**src/rtl/logic_arbiter.sv**
```systemverilog
// -----------------------------------------------------------------------------
// logic_arbiter
//   Four-requester arbiter in front of a single bitwise logic unit
//   (AND / OR / XOR / NOR). One operation is in flight at a time:
//   IDLE grants and captures, EXEC computes, VALID holds the result until
//   the consumer takes it.
//
//   Build option:
//     LOGIC_ARB_ROUND_ROBIN_EN  defined   -> round-robin selection with a
//                                            last-grant pointer (reset 3)
//                               undefined -> fixed priority, lowest index wins
//
// Ports
//   clk        in   clock, rising edge
//   rst_n      in   asynchronous active-low reset
//   req        in   [3:0] per-requester request
//   a_bus      in   [4N-1:0] operand A, requester i at [i*N +: N]
//   b_bus      in   [4N-1:0] operand B, same packing
//   op_bus     in   [7:0] opcode, requester i at [2i +: 2]
//                   00=AND 01=OR 10=XOR 11=NOR
//   gnt        out  [3:0] one-hot accept strobe (IDLE only)
//   busy       out  state != IDLE
//   out_valid  out  result available
//   out_id     out  [1:0] owner of result
//   result     out  [N-1:0] bitwise result
//   out_ready  in   consumer accepts result (ignored outside VALID)
//   op_count   out  [15:0] completed-operation counter, wraps
// -----------------------------------------------------------------------------
module logic_arbiter #(
    parameter int N = 32
) (
    input  logic           clk,
    input  logic           rst_n,
    input  logic [3:0]     req,
    input  logic [4*N-1:0] a_bus,
    input  logic [4*N-1:0] b_bus,
    input  logic [7:0]     op_bus,
    output logic [3:0]     gnt,
    output logic           busy,
    output logic           out_valid,
    output logic [1:0]     out_id,
    output logic [N-1:0]   result,
    input  logic           out_ready,
    output logic [15:0]    op_count
);

    typedef enum logic [1:0] {IDLE, EXEC, VALID} state_t;

    state_t         r_state;
    logic [N-1:0]   r_a;
    logic [N-1:0]   r_b;
    logic [1:0]     r_op;
    logic [1:0]     r_id;
    logic [N-1:0]   r_result;
    logic [1:0]     r_out_id;
    logic           r_out_valid;
    logic [15:0]    r_op_count;

    logic [1:0]     w_sel;
    logic           w_any;
    logic           w_take;
    logic [N-1:0]   w_result;

`ifdef LOGIC_ARB_ROUND_ROBIN_EN
    logic [1:0] r_ptr;

    // Walk the candidates from farthest to nearest after the pointer so the
    // last assignment is the closest requester above the last grant.
    always_comb begin
        w_sel = r_ptr;
        w_any = 1'b0;
        for (int k = 4; k >= 1; k--) begin
            if (req[2'(int'(r_ptr) + k)]) begin
                w_sel = 2'(int'(r_ptr) + k);
                w_any = 1'b1;
            end
        end
    end

    always_ff @(posedge clk or negedge rst_n) begin
        if (!rst_n)
            r_ptr <= 2'd3;
        else if (w_take)
            r_ptr <= w_sel;
    end
`else
    // Descending scan: the lowest set index is written last and wins.
    always_comb begin
        w_sel = 2'd0;
        for (int k = 3; k >= 0; k--) begin
            if (req[k])
                w_sel = 2'(k);
        end
        w_any = |req;
    end
`endif

    assign w_take = (r_state == IDLE) && w_any;

    // gnt is gated by rst_n so it reads zero for the whole reset window.
    always_comb begin
        gnt = 4'b0000;
        if (rst_n && w_take)
            gnt[w_sel] = 1'b1;
    end

    always_comb begin
        case (r_op)
            2'b00:   w_result = r_a & r_b;
            2'b01:   w_result = r_a | r_b;
            2'b10:   w_result = r_a ^ r_b;
            default: w_result = ~(r_a | r_b);
        endcase
    end

    always_ff @(posedge clk or negedge rst_n) begin
        if (!rst_n) begin
            r_state     <= IDLE;
            r_a         <= '0;
            r_b         <= '0;
            r_op        <= 2'd0;
            r_id        <= 2'd0;
            r_result    <= '0;
            r_out_id    <= 2'd0;
            r_out_valid <= 1'b0;
            r_op_count  <= 16'd0;
        end else begin
            case (r_state)
                IDLE: begin
                    if (w_any) begin
                        r_a     <= a_bus[int'(w_sel)*N +: N];
                        r_b     <= b_bus[int'(w_sel)*N +: N];
                        r_op    <= op_bus[int'(w_sel)*2 +: 2];
                        r_id    <= w_sel;
                        r_state <= EXEC;
                    end
                end
                EXEC: begin
                    r_result    <= w_result;
                    r_out_id    <= r_id;
                    r_out_valid <= 1'b1;
                    r_state     <= VALID;
                end
                VALID: begin
                    if (out_ready) begin
                        r_out_valid <= 1'b0;
                        r_op_count  <= r_op_count + 16'd1;
                        r_state     <= IDLE;
                    end
                end
                default: r_state <= IDLE;
            endcase
        end
    end

    assign busy      = (r_state != IDLE);
    assign out_valid = r_out_valid;
    assign out_id    = r_out_id;
    assign result    = r_result;
    assign op_count  = r_op_count;

endmodule

```
**config.mk**
```make
export PLATFORM = sky130hd
export DESIGN_NAME = logic_arbiter
export DESIGN_NICKNAME = d
export VERILOG_FILES = /design/src/rtl/logic_arbiter.sv
export SDC_FILE = /design/constraint.sdc
export NUM_CORES = 1
export LEC_CHECK = 0
export BUFFER_PORTS_ARGS = -buffer_cell sky130_fd_sc_hd__buf_2
export CAP_MARGIN = 20
export CORE_AREA = 2 2 127 129
export CTS_BUF_LIST = sky130_fd_sc_hd__clkbuf_16
export CTS_CLUSTER_SIZE = 28
export DETAILED_ROUTE_END_ITERATION = 10
export DIE_AREA = 0 0 129 131
export PLACE_DENSITY = 0.95
export SLEW_MARGIN = 5
export SYNTH_ARGS = -nofsm -noshare
export SYNTH_HDL_FRONTEND = slang
export SYNTH_SLANG_ARGS = --single-unit
```
**constraint.sdc**
```tcl
create_clock -name clk -period 2.5 [get_ports clk]
set_input_delay 0.5 -clock clk [delete_from_list [all_inputs] [get_ports clk]]
set_output_delay 0.5 -clock clk [all_outputs]
set_load 0.01 [all_outputs]
```
* After elaboration in Yosys (flattened, before gate mapping)
Cells that the tools add are included.
** Operators by class
- Muxes and demuxes :: 13
- Reductions and logical operators :: 12
- Bitwise logic cells :: 4
- $lt $le $gt $ge :: 2
- Equal/unequal tests :: 6
- Shift-type cells :: 3
- $add $sub $neg :: 1
** Operators by type and width (number)
- $shiftx 128x8->32 :: 2
- $pmux 32 s3 :: 1
- $and 32x32->32 :: 1
- $not 32->32 :: 1
- $or 32x32->32 :: 1
- $xor 32x32->32 :: 1
- $add 16x1->16 const B :: 1
- $mux 2 :: 6
- $reduce_and 2->1 :: 4
- $shiftx 8x4->2 :: 1
- $pmux 2 s3 :: 1
- $eq 2x1->1 const B :: 2
- $eq 2x2->1 const B :: 2
- $logic_not 2->1 :: 2
- $mux 4 :: 1
- $ne 2x2->1 const B :: 2
- $reduce_bool 2->1 :: 2
- $reduce_or 4->1 :: 1
- $logic_and 1x1->1 :: 3
- $lt 2x3->1 const B :: 1
- $demux 1 s2 :: 1
- $ge 2x1->1 const B :: 1
- $mux 1 :: 2
- $pmux 1 s2 :: 1
** Word-level totals
- Register bits after elaboration :: 121
- Logic and storage cells :: 50
- Output and inout bits :: 56
- Bits of input ports :: 271

* Depth between registers and ports, before layout
Gate-level depths: netlist (run 1).
- Depth in word-level cells :: 9
- Depth in mapped cells :: 8
- Mapped depth without buffers :: 6

* Worst setup path after synthesis (run 1)
Ideal clock, no wire load.
- Path kind :: input to output
- Start point :: input req[1]
- End point :: output gnt[3]
- Arrival time :: 1.560 ns
- Setup slack :: 0.440 ns
- Stages on the path :: 7
- Cells stage by stage :: buf_4 -> nor3_2 -> and2_1 -> buf_2 -> buf_6 -> buf_6 -> nor2b_1
** Between the ends
- Longest elaborated chain between the ends :: 7
- Elaborated cells between the ends (all ways) :: 11
- Classes of those cells :: order compare: 2; mux: 5; reduce/logical: 4
** Ends and longest elaborated chain
- start, declared :: RTL line 34 : input logic [3:0] req,
- $mux 2 (2 in a row) :: RTL line 91 : if (req[k])
- $lt 2x3->1 (not written as such) / $ge 2x1->1 (equally long branches) :: RTL line 104 : gnt[w_sel] = 1'b1;
- $logic_and 1x1->1 (not written as such) :: RTL line 104
- $mux 1 (not written as such) :: RTL line 104
- $demux 1 s2 :: RTL line 104
- $mux 4 * :: RTL line 103 : if (rst_n && w_take)
- end, declared :: RTL line 38 : output logic [3:0] gnt,
Every way passes the cells marked *; elsewhere a longest branch is shown, timed or not.

* Worst setup path in the final report (run 1)
- Start point :: register r_state[1]
- End point :: output gnt[1]
** Between the ends
- Longest elaborated chain between the ends :: 4
** Ends and longest elaborated chain
- start, declared :: RTL line 49 : state_t r_state;
- start signal, assigned :: RTL line 118 : r_state <= IDLE;
- start signal, assigned :: RTL line 135 : r_state <= EXEC;
- start signal, assigned :: RTL line 142 : r_state <= VALID;
- $logic_not 2->1 :: RTL line 98 : assign w_take = (r_state == IDLE) && w_any;
- $logic_and 1x1->1 :: RTL line 98
- $logic_and 1x1->1 :: RTL line 103
- $mux 4 :: RTL line 103
Every way passes these cells.

==> impl_results.md, run 1 <==
- Hold Path Class: input pin to asynchronous set/reset pin
- CTS resizes: 0
- Final Util: around two thirds
- Cts bufs inserted: 17
- Starting Density: 51.77%
- First-pass GRT wire length: ~37 mm
- Nets: ~1500
- Post-DP Area: around 9800 sq um
- Placeable Area: around 16000 sq um
- Final Skew: between 15 and 20 ps
- Critical path class: flip-flop to output port
- Total routed wirelength: 24.11 mm
- RSZ-0062 raised after global routing: no
- Reg2reg setup slack: 580 ps
- Worst Path Required: ~2000 ps
- Minimum clock period: around 2100 ps
- PwrDens: ~1100 nW/um^2
- Mapped cell area: between 8000 and 9000 sq um
- Design area: roughly 10000 sq um
- CTS clk-pin slew, worst paths: ~50 ps
- R2R Path End: r_a[0]
- 1st-iter DRT viols: 416
- Area leader, netlist: dfrtp_1
- Crit path max fanout: 8
- Port Buffer Count: 326
- Ratio of cells with drive above 1 in the final layout: between 30% and 40%
- Antenna violations before repair: 3
- Yosys warnings: 0
- Area of the multi-input gates: approximately 4400 sq um
- Leakage power: about 5.3 nW
- Sequential area share after synthesis: between 30% and 40%
- Syn avg cell area: 9.401 sq um
- Hold_buf cts: 0
- Vias in the first global route: 7910
- Routed vias/inst: slightly below 6
- CTS tree: done
- Total track usage: between 20 and 30%
- H-tree levels: 4
- Die height: between 100 and 150 microns
- Clock Latency Late Sink: around 420 ps
- CTS Buffer Depth: 2
- Post-synth net total: 1195
- Drt first pass iters: 5
- Post-synth top cells: dfrtp_1 (121), o21ai_0 (102), inv_1 (67)
- Final period utilization: a little under nine tenths
- Root Buffer: clkbuf_16
- Max cap viols: 0
- Reg2Reg Depth: 5
- Power, Total: approximately 12 mW
- Via Count: between 7000 and 8000
- Final Hold Viols: 0
- Relative slew margins: about two fifths
- Tightest Pin Transition: 920.3 ps
- Area grow syn2layout: 29.28%
- Post-CTS setup buffers: 0
- Worst r2r src: r_state[1]
- Max Clk Rate: about 0.47 GHz
- Largest net degree at the start of global routing: 72
- Post-route ant nets: 0
- Synth cell types: 39
- Die extent in x: 129 microns
- Gr ovfl total: 0
- Hold Slack: between 200 and 300 ps
- Rows: 46
- Final setup viols: 0
- Final setup TNS: 0 ps
- Hpwl dp: roughly 18 mm
- Status: completed
- Max Slew Vio Count: 0
- Register area: roughly 3000 sq um
- Final GP Congestion: slightly above 0.8
- Async SR Flop Fraction: 100.0%
- Area fraction of the dominant cell type after synthesis: a little under two fifths
- Area contributors post-synth: dfrtp_1 (37%), ha_1 (10%), a22o_1 (7.2%)
- Full die area: about 17000 sq um
- VDD IR max: around 560 uV
- Cell count after synthesis: between 800 and 900
- CP endpoint kind: output port
- CP startpoint kind: flip-flop
- Seq cells post-synth: 121
- DRC viols: 0
- Top_reg_cell synth: dfrtp_1
- Arrival time worst endpoint: around 1600 ps
- CTS Sinks: ~120
- # IOs: around 330
- Top-count cell post-synth: dfrtp_1
- Drt wl/cell: 17.50 microns
- EDFF count, synth: 0
- Filler cells: roughly 1300
sequential cells by signal, summed over array words and instances, names as in the netlist:
signal,count
r_id,2
r_state,2
out_id,2
r_a,32
r_b,32
out_valid,1
r_op,2
result,32
op_count,16
logic make-up (layout without fill, tap and decap cells):
kind of cell             after synthesis  after routing  synth area share, %
adder cells (fa/ha/maj)               65             65                10.07
buffers and inverters                145            445                7.700
AO/OA/AOI/OAI                        368            368                32.17
XOR/XNOR                              15             15                1.627
AND/OR/NAND/NOR                      114            114                6.616
flip-flops                           121            121                37.50
multiplexers                          31             31                4.323
other                                  0              3                    0
worst max-delay path, stage by stage (launching register included):
cell     delay, ps
dfrtp_1        440
nor2_4         250
nand2_1        130
nor3b_1        210
buf_2          190
cell type report:
type,count,area share [%]
tap,216,2.589
clock buffer,17,4.075
sequential,121,29.05
timing repair buffer,346,17.69
antenna,3,0.07191
inverter,67,2.409
multi-input combinational,593,42.57
clock inverter,15,1.546
routing by layer:
metal  global-route usage (%)  routed length, microns  part of all wire (%)  vias to the layer above
met5                        0                       0                     0                        -
met4                    15.73                    1068                   4.4                        0
met3                    6.270                    1663                   6.9                       78
met2                    52.19                   12280                    51                      358
met1                    30.34                    9102                    38                     3772
li1                         -                       -                     -                     3754
how the worst max path moves through the flow:
stage	slack, ps	startpoint	end
after global placement	530	req[0]	r_b[17]
after detailed placement	450	req[1]	r_a[0]
after floorplan	440	req[1]	gnt[3]
final	370	r_state[1]	gnt[1]
after global routing	250	r_state[1]	gnt[1]
after CTS	360	r_state[1]	gnt[1]
metrics by stage:
step	setup slack, ps	std cells
5_1_grt	247.3	1376
3_3_place_gp	534.0	1343
4_1_cts	356.3	1375
2_1_floorplan	439.6	859
3_5_place_dp	451.5	1343
6_report	372.6	1378
cells in the final DEF (no fill, tap or decap), drive strengths merged, types with 3 or more instances in the layout:
cell type	instances
xnor2	14
inv	69
ha	65
nor2b	10
o22a	66
o21ai	105
nand4	3
nand3	7
nor2	38
dfrtp	121
buf	346
a21oi	30
o31ai	4
mux2	31
a211oi	28
a22oi	66
clkbuf	17
a22o	66
clkinv	9
bufinv	3
nand2	39
diode	3
and3	3
nor3	3
power breakdown:
| part | switching (mW) | internal (mW) |
|---|---|---|
| combinational | 2.78 | 2.65 |
| sequential | 0.926 | 2.87 |
| clock | 0.902 | 1.55 |
No activity file was read; power rests on OpenSTA's default activity.
==> run 2: changes to the inputs <==
--- a/config.mk
+++ b/config.mk
@@ -7,12 +7,11 @@
 export LEC_CHECK = 0
 export BUFFER_PORTS_ARGS = -buffer_cell sky130_fd_sc_hd__buf_2
 export CAP_MARGIN = 20
-export CORE_AREA = 2 2 127 129
+export CORE_UTILIZATION = 50
 export CTS_BUF_LIST = sky130_fd_sc_hd__clkbuf_16
 export CTS_CLUSTER_SIZE = 28
 export DETAILED_ROUTE_END_ITERATION = 10
-export DIE_AREA = 0 0 129 131
-export PLACE_DENSITY = 0.95
+export PLACE_DENSITY = 0.92
 export SLEW_MARGIN = 5
 export SYNTH_ARGS = -nofsm -noshare
 export SYNTH_HDL_FRONTEND = slang
==> constraint.sdc (replaced) <==
create_clock -name clk -period 2.3 [get_ports clk]
set_input_delay 0.46 -clock clk [delete_from_list [all_inputs] [get_ports clk]]
set_output_delay 0.46 -clock clk [all_outputs]
set_load 0.01 [all_outputs]
==> run 2 against run 1 <==
Critical path depth is the same. Register-to-register slack lost 80 ps. Worst setup slack got worse by 220 ps. Cell area grew 0.91%. First-iteration DRC count rose by 21%. Via count is essentially flat. Cell count decreased by 0.29%. Global-route usage shrank 0.23 points. Largest power group unchanged.
==> impl_results.md, run 2 (synthesis gave the netlist of run 1 again) <==
- Status: completed
- 1st-iter DRT viols: 503 (+21%)
- Vias in the first global route: 7793 (-1.5%)
- R2R Path End: r_op[1]
- Antenna diodes: 0 (-3)
- Relative slew margins: 60.05% (+21 points)
- CP startpoint kind: flip-flop
- H-tree levels: 4 (unchanged)
- Crit path max-delay family: simple AND/OR/NAND/NOR gates
- Minimum clock period: between 2000 and 2500 ps
- Clock power frac: 22.3% (+1.3 points)
- CTS Sinks: 121 (unchanged)
- Hold Slack: 121.0 ps (-133.4 ps)
- Largest net degree at the start of global routing: 76 (+5.6%)
- Final Hold Viols: 0 (unchanged)
- Port Buffer Count: 326 (unchanged)
- Worst Path Required: 1840 ps (-160 ps)
- Gr ovfl total: 0 (unchanged)
- CP bufs+invs: 1 (unchanged)
- GRT busiest layer: met2
- CP endpoint kind: output port
- Met1 GRT Util: 31.80% (+1.5 points)
- First-pass GRT wire length: 36.74 mm (-1.7%)
- Worst r2r src: r_state[1]
- Arrival time worst endpoint: 1690 ps (+60 ps)
- Hpwl dp: 16.29 mm (-8.8%)
- Ratio of cells with drive above 1 in the final layout: 36.27% (+0.46 points)
- Rows: 46 (unchanged)
- Reg2Reg Depth: 5 (unchanged)
- Max Slew Vio Count: 0 (unchanged)
- Die height: 129.1 microns (-1.5%)
- Commonest non-fill, non-tap cell in the layout: buf_2
- Starting Density: 51.02% (-0.75 points)
- Total track usage: 28.18% (-0.23 points)
- Antenna violations before repair: 0 (-3)
- Post-CTS setup buffers: 0 (unchanged)
- Reg2reg setup slack: 500 ps (-80 ps)
- Slowest stage cell, crit path: dfrtp_1
- Drt first pass iters: 5 (unchanged)
- Worst path max stage delay: 460 ps (+20 ps)
- Root Buffer: clkbuf_16
- Final GP Congestion: 0.7855 (-4.2%)
- Flop pwr share: 31.5% (-1.0 points)
- Pre-CTS WS: 384.3 ps (-67.20 ps)
- Max Clk Rate: ~0.47 GHz
- Clock Latency Late Sink: 420 ps (about the same)
- Max cap viols: 0 (unchanged)
- CTS tree: done
- CTS Buffer Depth: 2 (unchanged)
- Met2 usage: 49.06% (-3.1 points)
- P_sw: 5.121 mW (+11%)
- Via Count: 7969 (+0.088%)
- Filler cells: 1187 (-5.5%)
- CTS clk-pin slew, worst paths: 60 ps (about the same)
- PwrDens: 1233 nW/um^2 (+10%)
- Most frequent cells in the layout: buf_2 (325), dfrtp_1 (119), o21ai_0 (102)
- Final Skew: 11.46 ps (-4.770 ps)
- Placeable Area: 15830 sq um (+1.5%)
- Nets: 1481 (-0.067%)
- Final setup margin: 154.5 ps (-218.1 ps)
- Die extent in x: 129.1 microns (about the same)
- Tightest Pin Transition: 599.3 ps (-321.0 ps)
- Final period utilization: 93.28%
- Routed vias/inst: 5.800 (+0.38%)
- RSZ-0062 raised after global routing: no
- Switch share: 39.43% (about the same)
- VDD IR max: 590.7 uV (+5.7%)
- Met3 usage: 6.647% (+0.38 points)
- Crit path max fanout: 8 (unchanged)
- Post-route ant nets: 0 (unchanged)
- Final setup TNS: 0 ps (unchanged)
- DRC viols: 0 (unchanged)
- # IOs: 327 (unchanged)
- Total routed wirelength: 23.21 mm (-3.7%)
- Cts bufs inserted: 17 (unchanged)
- Final setup viols: 0 (unchanged)
- Internal power: 7.867 mW (+11%)
- Critical path class: flip-flop to output port
- Comb power frac: 46.1% (-0.4 points)
- Critical-path cell list: nor2_4 -> nand2_1 -> nor3b_1 -> buf_2
- Area grow syn2layout: 30.46%
- Leakage power: 5.379 nW (+0.55%)
- Full die area: 16660 sq um (-1.4%)
- Hold Path Class: input pin to asynchronous set/reset pin
- Drt wl/cell: 16.89 microns (-3.5%)
-- run 2: cell count changes in the layout (fill, tap and decap cells not counted), moves of 2 or more --
cell / change
buf_12: +4
buf_4: -5
clkinv_1: -3
clkinv_2: -2
diode_2: -3
inv_1: -2
inv_6: +4
-- run 2: timing repair --
action,4_1_cts,5_1_grt
endpoints found under the setup margin,0,1
gates resized for setup,0,1
hold buffers,0,0
-- run 2: power groups by stage --
stage               Clock, mW  Sequential, mW  Combinational [mW]
global route             3.03            4.23                6.78
floorplan                   0            3.87                4.25
global placement            0            4.02                5.59
finish                   2.90            4.10                5.99
detailed placement          0            4.10                5.88
CTS                      2.95            4.08                6.01
-- run 2: stage by stage --
stage / area, sq um / total power [mW] / util (%) / cells
6_report: 10540 / 12.99 / 66.56 / 1374
5_1_grt: 10540 / 14.03 / 66.56 / 1374
4_1_cts: 10530 / 13.04 / 66.53 / 1374
3_5_place_dp: 9888 / 9.985 / 62.47 / 1342
3_3_place_gp: 9888 / 9.611 / 62.47 / 1342
2_1_floorplan: 8075 / 8.121 / - / 859
-- run 2: final cells by class --
| cell class | count | area, sq um | area share [%] |
|---|---|---|---|
| clock buffers | 17 | 425.4 | 4.038 |
| clock inverters | 15 | 216.5 | 2.055 |
| inverters | 67 | 251.5 | 2.387 |
| multi-input cells | 593 | 4449 | 42.23 |
| flip-flops and latches | 121 | 3033 | 28.79 |
| well taps | 216 | 270.3 | 2.565 |
| repair buffers | 345 | 1889 | 17.93 |
-- run 2: worst reg2reg max path: cells and delay by family (launching register included) --
| family | cells | cell delay, ps |
|---|---|---|
| AO/OA/AOI/OAI | 3 | 700 |
| flip-flops | 1 | 460 |
| buffers and inverters | 1 | 290 |
| AND/OR/NAND/NOR | 1 | 230 |
-- run 2: worst max path at each step --
| stage | startpoint | endpoint | slack (ps) | cells after the start |
|---|---|---|---|---|
| floorplan | req[1] | gnt[3] | 320 | 7 |
| global placement | req[1] | gnt[2] | 420 | 5 |
| detailed placement | req[1] | r_a[17] | 380 | 6 |
| CTS | r_state[1] | gnt[2] | 120 | 4 |
| global route | r_state[0] | gnt[1] | 50 | 4 |
| finish | r_state[1] | gnt[1] | 150 | 4 |
-- run 2: per-layer routing --
layer,vias up,share of wire (%)
met4,0,4.2
met2,379,50
met5,-,0
li1,3743,-
met1,3770,39
met3,77,6.8
